File: src/rtl/dct16_odd_pkg.sv
// Shared constants for the 16-point DCT-II odd-part accumulator.
// Product-index and sign tables are derived from the odd coefficient matrix.
package dct16_odd_pkg;

    localparam int PW = 20;
    localparam int OW = 20;

    // Product index: 0..7 selects x9, x25, x43, x57, x70, x80, x87, x90.
    // Outer index is the row (y1, y3, ... y15); inner index is column n.
    localparam logic [2:0] PIDX [8][8] = '{
        '{3'd7, 3'd6, 3'd5, 3'd4, 3'd3, 3'd2, 3'd1, 3'd0},
        '{3'd6, 3'd3, 3'd0, 3'd2, 3'd5, 3'd7, 3'd4, 3'd1},
        '{3'd5, 3'd0, 3'd4, 3'd6, 3'd1, 3'd3, 3'd7, 3'd2},
        '{3'd4, 3'd2, 3'd6, 3'd0, 3'd7, 3'd1, 3'd5, 3'd3},
        '{3'd3, 3'd5, 3'd1, 3'd7, 3'd0, 3'd6, 3'd2, 3'd4},
        '{3'd2, 3'd7, 3'd3, 3'd1, 3'd6, 3'd4, 3'd0, 3'd5},
        '{3'd1, 3'd4, 3'd7, 3'd5, 3'd2, 3'd0, 3'd3, 3'd6},
        '{3'd0, 3'd1, 3'd2, 3'd3, 3'd4, 3'd5, 3'd6, 3'd7}
    };

    // Negate mask per row: bit n set means column n is subtracted.
    localparam logic [7:0] NEG [8] = '{
        8'b0000_0000,
        8'b1111_1000,
        8'b0001_1100,
        8'b1100_0110,
        8'b0011_0110,
        8'b1001_0010,
        8'b0100_1010,
        8'b1010_1010
    };

endpackage

File: src/rtl/dct16_odd_row.sv
// Per-row term selector: picks one magnitude product for the current
// column, sign-extends it and applies the matrix sign.
module dct16_odd_row
    import dct16_odd_pkg::*;
#(
    parameter int ROW = 0,
    parameter int PW_P = PW,
    parameter int OW_P = OW
) (
    input  logic [7:0][PW_P-1:0]   prods,
    input  logic [2:0]             col,
    output logic signed [OW_P-1:0] term
);

    logic [2:0]             sel;
    logic signed [OW_P-1:0] ext;

    // Select, sign-extend and conditionally negate the product.
    always_comb begin
        sel  = PIDX[ROW][col];
        ext  = OW_P'($signed(prods[sel]));
        term = NEG[ROW][col] ? -ext : ext;
    end

endmodule

File: src/rtl/dct16_odd_acc.sv
// Serial accumulator forming the 8 odd DCT-II outputs from 8 product beats,
// with a single-entry output slot and valid/ready on both sides.
module dct16_odd_acc
    import dct16_odd_pkg::*;
(
    input  logic                 clk,
    input  logic                 rst_n,
    input  logic                 in_valid,
    output logic                 in_ready,
    input  logic signed [PW-1:0] p9,
    input  logic signed [PW-1:0] p25,
    input  logic signed [PW-1:0] p43,
    input  logic signed [PW-1:0] p57,
    input  logic signed [PW-1:0] p70,
    input  logic signed [PW-1:0] p80,
    input  logic signed [PW-1:0] p87,
    input  logic signed [PW-1:0] p90,
    output logic                 out_valid,
    input  logic                 out_ready,
    output logic signed [OW-1:0] y1,
    output logic signed [OW-1:0] y3,
    output logic signed [OW-1:0] y5,
    output logic signed [OW-1:0] y7,
    output logic signed [OW-1:0] y9,
    output logic signed [OW-1:0] y11,
    output logic signed [OW-1:0] y13,
    output logic signed [OW-1:0] y15
);

    logic [7:0][PW-1:0]   prods;
    logic [2:0]           col;
    logic                 accept;
    logic                 last;
    logic signed [OW-1:0] term [8];
    logic signed [OW-1:0] sum  [8];
    logic signed [OW-1:0] acc  [8];
    logic signed [OW-1:0] yr   [8];

    assign prods = {p90, p87, p80, p70, p57, p43, p25, p9};

    // Only the completing beat stalls while a finished vector is unread.
    assign in_ready = !(col == 3'd7 && out_valid && !out_ready);
    assign accept   = in_valid && in_ready;
    assign last     = col == 3'd7;

    for (genvar r = 0; r < 8; r++) begin : g_row
        dct16_odd_row #(
            .ROW (r)
        ) u_row (
            .prods (prods),
            .col   (col),
            .term  (term[r])
        );
    end

    // Column 0 starts a fresh sum, so no separate clear cycle is needed.
    always_comb begin
        for (int r = 0; r < 8; r++) begin
            sum[r] = (col == 3'd0) ? term[r] : acc[r] + term[r];
        end
    end

    // Column counter, accumulators, output slot and its valid flag.
    always_ff @(posedge clk) begin
        if (!rst_n) begin
            col       <= '0;
            out_valid <= 1'b0;
            for (int r = 0; r < 8; r++) begin
                acc[r] <= '0;
                yr[r]  <= '0;
            end
        end else begin
            if (accept) begin
                col <= col + 3'd1;
                for (int r = 0; r < 8; r++) begin
                    acc[r] <= sum[r];
                end
            end
            if (accept && last) begin
                out_valid <= 1'b1;
                for (int r = 0; r < 8; r++) begin
                    yr[r] <= sum[r];
                end
            end else if (out_ready) begin
                out_valid <= 1'b0;
            end
        end
    end

    assign y1  = yr[0];
    assign y3  = yr[1];
    assign y5  = yr[2];
    assign y7  = yr[3];
    assign y9  = yr[4];
    assign y11 = yr[5];
    assign y13 = yr[6];
    assign y15 = yr[7];

endmodule
File: config.mk
export PLATFORM = sky130hd
export DESIGN_NAME = dct16_odd_acc
export DESIGN_NICKNAME = d
export VERILOG_FILES = /design/src/rtl/dct16_odd_pkg.sv /design/src/rtl/dct16_odd_row.sv /design/src/rtl/dct16_odd_acc.sv
export SDC_FILE = /design/constraint.sdc
export NUM_CORES = 2
export LEC_CHECK = 0
export CORE_MARGIN = 2
export CORE_UTILIZATION = 25
export CTS_BUF_LIST = sky130_fd_sc_hd__clkbuf_16
export CTS_CLUSTER_DIAMETER = 100
export DETAILED_ROUTE_END_ITERATION = 7
export GPL_ROUTABILITY_DRIVEN = 0
export SYNTH_ARGS = -nofsm -noshare
export SYNTH_HDL_FRONTEND = slang
export SYNTH_SLANG_ARGS = --single-unit
File: constraint.sdc
create_clock -name clk -period 16.1 [get_ports clk]
set_input_delay 2.415 -clock clk [delete_from_list [all_inputs] [get_ports clk]]
set_output_delay 2.415 -clock clk [all_outputs]
set_load 0.01 [all_outputs]
* Yosys cells after proc, flatten, opt, wreduce, memory -nomap -nowiden
Memory sizes are Yosys's and may differ from the RTL's. A register that Yosys moved wholly into a read port is not among the register bits.
Cells that the tools add are included.
** Storage, ports and cells
- Input port bits :: 164
- Memories kept :: 18
- Output and inout port bits :: 162
- Logic and storage cells :: 170
- Memory bits (writable) :: 320
- Memory bits (read-only) :: 256
- Register bits :: 4
** Operators by class
- Multiplexer cells :: 97
- Magnitude comparators :: 10
- Bitwise gates (word level) :: 17
- Reduce and logical (&&, ||, !) cells :: 8
- Equality and inequality tests :: 1
- Add/sub/neg operators :: 17
** Memory list
- acc :: words 8, width 20, read ports 8, clocked after memory_dff 0, write ports 8, RTL line dct16_odd_acc.sv:36 : logic signed [OW-1:0] acc [8];
- yr :: words 8, width 20, read ports 8, clocked after memory_dff 0, write ports 8, RTL line dct16_odd_acc.sv:37 : logic signed [OW-1:0] yr [8];
- (no name shown) :: words 8, width 3, read ports 1, clocked after memory_dff 0, write ports 0, RTL line dct16_odd_row.sv:20 : sel = PIDX[ROW][col];
- (no name shown) :: words 8, width 3, read ports 1, clocked after memory_dff 0, write ports 0, RTL line dct16_odd_row.sv:20
- (no name shown) :: words 8, width 3, read ports 1, clocked after memory_dff 0, write ports 0, RTL line dct16_odd_row.sv:20
- (no name shown) :: words 8, width 3, read ports 1, clocked after memory_dff 0, write ports 0, RTL line dct16_odd_row.sv:20
- +12 memories
** Operator list (number)
- $mux W20 :: 40
- $bmux W20 S3 :: 8
- $add A20 B20 Y20 :: 8
- $neg A20 Y20 :: 8
- $mux W3 :: 32
- $lt A3 B4 Y1 const B :: 9
- $mux W1 :: 17
- $or A1 B1 Y1 :: 16
- $ge A4 B4 Y1 const B :: 1
- $logic_and A1 B1 Y1 :: 4
- $not A3 Y4 :: 1
- $add A3 B1 Y3 const B :: 1
- $eq A3 B3 Y1 const B :: 1
- $logic_not A3 Y1 :: 1
- $logic_not A1 Y1 :: 2
- $reduce_bool A2 Y1 :: 1

* Depth between registers and ports, before layout
- Depth after elaboration :: 11
- Gate-level depth with buffers :: 34
- Gate-level depth less buffers :: 24

* Hierarchy
A second synthesis with hierarchy kept.
** Second synthesis, totals
- Cells, all modules :: 4218
- Area, all modules :: 37692.4 um2
** By module, submodules not included
- dct16_odd_acc :: seq. area each 9689.3 um2, instances 1, area each 20539.7 um2, cells each 2046
- dct16_odd_row (g_row[5].u_row) :: seq. area each 0.0 um2, instances 1, area each 2742.6 um2, cells each 388
- dct16_odd_row (g_row[6].u_row) :: seq. area each 0.0 um2, instances 1, area each 2519.9 um2, cells each 410
- dct16_odd_row (g_row[2].u_row) :: seq. area each 0.0 um2, instances 1, area each 2372.3 um2, cells each 339
- dct16_odd_row (g_row[1].u_row) :: seq. area each 0.0 um2, instances 1, area each 2329.7 um2, cells each 337
- dct16_odd_row (g_row[4].u_row) :: seq. area each 0.0 um2, instances 1, area each 2049.5 um2, cells each 259
- dct16_odd_row (g_row[3].u_row) :: seq. area each 0.0 um2, instances 1, area each 1945.6 um2, cells each 233
- dct16_odd_row (g_row[7].u_row) :: seq. area each 0.0 um2, instances 1, area each 1844.3 um2, cells each 135
- dct16_odd_row (g_row[0].u_row) :: seq. area each 0.0 um2, instances 1, area each 1348.8 um2, cells each 71

* Least setup slack after synthesis
OpenSTA, ideal clock, no wires.
- Kind :: in2reg
- Start point :: in out_ready
- End point :: mem yr[0][0] (enable)
- Library setup time :: 0.901 ns
- Path buffers :: 1
- Setup slack :: 1.017 ns
- Stages :: 5
- Data arrival time :: 14.181 ns
- Required time :: 15.199 ns
- Path through :: nand2b_1 > or2_2 > clkbuf_1 > nand2_1 > o21ai_0
** RTL lines
- start, declared :: RTL line dct16_odd_acc.sv:19 : input logic out_ready,
- end, declared :: RTL line dct16_odd_acc.sv:37

==> flow_summary_export.csv <==
group,metric,value,unit
sta,setup_violations,0,
setup_path,setup.worst_path.start_class,"register",
global_routing,grt_pass1_vias,33379,
synth,yosys_warnings,0,
finish,area_delta_synth_final,18.1,%
clocking,htree_levels,2,
global_routing,grt_pass1_wl,243000,um
finish,final_cell_mix,"441 x nor2_1, 325 x clkdlybuf4s50_1, 320 x edfxtp_1, 319 x nand2_1, 250 x a21oi_1",
floorplan,num_io_pins,326,
setup_path,critical_path_class,"reg2reg",
floorplan,start_util,0.251,
routing,drc,2,
routing,routed-wl-met2,70400,um
sta,slew_viol_final,0,
synth,async_flop_share,0,
synth,synth_edf_count,320,
routing,wl_met3,26600,um
setup_path,crit_path_cell_trace,"buf_4, ha_2, buf_4, nor2b_1, nor2_1, buf_4, o31ai_1, nor3_1, a21oi_1, xor2_1, inv_1, ha_1, nor3_1, o21ai_0, a2111oi_0, nor3_1, nor2_1, a31o_2, mux2_2, nand2_1, mux2i_1",
power_and_ir_drop,ir_drop,0.0826,mV
clocking,clk_pin_slew,0.07,ns
routing,ant_nets,0,
finish,fin_nets,4489,
synth,syn_avg_cell_area,9.00,um2
finish,drive_above_1_share,0.0988,
setup_path,cp_top_family,"compound AO/OA/AOI/OAI gates",
clocking,cts_tree,"built",
global_routing,grt_max_degree,166,
worst_hold_path,hold_start,"out_valid",
run_status,outcome,"finished, violations left",
setup_path,crit_start,"col[0]",
setup_path,r2r-start,"col[0]",
synth,synthesis.area,0.0361,mm2
setup_path,cp.depth,21,
floorplan,core-area,0.143,mm2
global_routing,grt_overflow,0,
routing,drtPass1Iterations,8,
routing,via_per_inst,5.99,
global_routing,antenna_found_initial,80,
clocking,ctsHoldBuffers,0,
floorplan,dieArea,0.147,mm2
setup_path,critPathRequiredTime,16.43,ns
run_status,violations,"design-rule violations",
synth,ys.flop_type,"edfxtp_1",
clocking,cts.sinks,331,
finish,fin_cells,6111,
sta,post-route-min-period,8.97,ns
sta,max_freq,111,MHz
synth,yosysSeqAreaShare,0.273,
clocking,clockBufferDepth,3,
finish,final_area,0.0426,mm2
routing,wl_met1,64600,um
clocking,cts_resized,0,
synth,synth_seq_cells,331,
sta,rsz0062_at_grt,"no",
routing,dr_total_vias,36582,
clocking,cts_made_buffers,45,
sta,skew,0.0358,ns
routing,drt_wl_total,173000,um
worst_hold_path,hold_class,"reg2reg",
setup_path,r2r_cells,21,
setup_path,crit_buf_inv,4,
setup_path,path_max_fanout,51,
floorplan,placementRows,139,
setup_path,slowest_delay,1.18,ns
floorplan,die_w,384,um
sta,fin_crit_sh,0.557,
sta,relSlewSlack,0.0115,
setup_path,worstPathArrival,9.30,ns
power_and_ir_drop,power.leakage,0.0157,uW
power_and_ir_drop,p_total,4920,uW
setup_path,slowest_stage,"o31ai_1",
synth,synthCells,4009,
global_routing,grtUsageTotal,0.225,
power_and_ir_drop,p_per_area,116,mW/mm2
routing,routedWlPerCell,28.3,um
setup_path,critPathCaptureType,"register",
worst_hold_path,min_path_cells,2,
sta,setup_tns,0,ns
placement,placed_area,0.0411,mm2
clocking,cts-root-buf,"clkbuf_16",
placement,hpwl,128000,um
finish,layout_commonest_cell,"nor2_1",
synth,synth_cell_types,92,
clocking,clkLatencyLatePin,0.63,ns
synth,synth.net_count,4355,
clocking,postCtsSetupBuffers,0,
routing,top_layer_used,"met5",
sta,finalHoldViolations,0,
run,maxCapViolCount,0,
routing,drtIter0Drc,5821,
placement,dp_cells,5999,
floorplan,chipHeight,384,um
placement,io_buffers,325,
sta,tightest_slew,1.48,ns
[Yosys cell counts, types with 75 or more instances]
master / count / share of area
nor2_1: 444 / 0.046
nand2_1: 323 / 0.034
edfxtp_1: 320 / 0.27
a21oi_1: 251 / 0.035
o21ai_0: 197 / 0.027
mux4_2: 190 / 0.12
clkbuf_1: 180 / 0.019
ha_1: 174 / 0.060
mux2i_1: 142 / 0.039
xnor2_1: 119 / 0.029
xor2_1: 110 / 0.027
inv_1: 101 / 0.011
nor2b_1: 101 / 0.018
nor3_1: 99 / 0.014
a211oi_1: 81 / 0.017
nand3_1: 75 / 0.010
[worst min-delay path: cells and delay by family (launching register included)]
family           cells  cell delay (ns)
AND/OR/NAND/NOR      1             0.14
flip-flops           1             0.31
AO/OA/AOI/OAI        1             0.11
[area by class of cell]
| type | instances | area [um2] |
|---|---|---|
| Clock inverter | 38 | 333 |
| Timing Repair Buffer | 387 | 3740 |
| Inverter | 105 | 395 |
| Fill cell | 14917 | 101000 |
| Clock buffer | 45 | 1130 |
| Sequential cell | 331 | 9840 |
| Multi-Input combinational cell | 3273 | 24700 |
| Tap cell | 1903 | 2380 |
| Antenna cell | 29 | 72.6 |
[metrics by stage]
step,setup slack (ns),hold WS [ns],util
final,7.13,0.618,0.297
after global routing,6.88,0.681,0.297
after CTS,7.58,0.645,0.296
after detailed placement,7.47,0.636,0.286
after global placement,7.52,0.637,0.286
after floorplan,1.02,0.504,-
[where the power goes]
part | internal, uW | switching [uW] | total [uW]
Sequential | 1080 | 58.0 | 1140
Combinational | 1070 | 1690 | 2760
Clock | 582 | 442 | 1020
[path summary, 6_finish.rpt]
check / endpoint / slack [ns]
max: yr[1][39] / 7.13
min: out_valid / 0.62
max reg2reg: yr[1][39] / 7.13
min reg2reg: out_valid / 0.62
[metal layers]
| metal | vias up | GRT usage |
|---|---|---|
| met1 | 17435 | 0.284 |
| met4 | 72 | 0.116 |
| li1 | 15655 | - |
| met2 | 2751 | 0.317 |
| met5 | - | 0.000650 |
| met3 | 669 | 0.105 |
[logic make-up (layout without fill, tap and decap cells)]
kind of cell	after synthesis	after routing	synth area share
mux	360	360	0.167
fa+ha+maj	182	182	0.0648
flops	331	331	0.273
other cells	0	29	0
compound gates	1149	1149	0.216
xor+xnor	229	229	0.0556
simple gates	1353	1353	0.179
buf+inv	405	575	0.0451
[state kept, by name, indices dropped and copies added, names as in the netlist, named ones only]
signal	flops
acc	160
col	3
yr	160
out_valid	1
(Power assumes the default switching activity.)
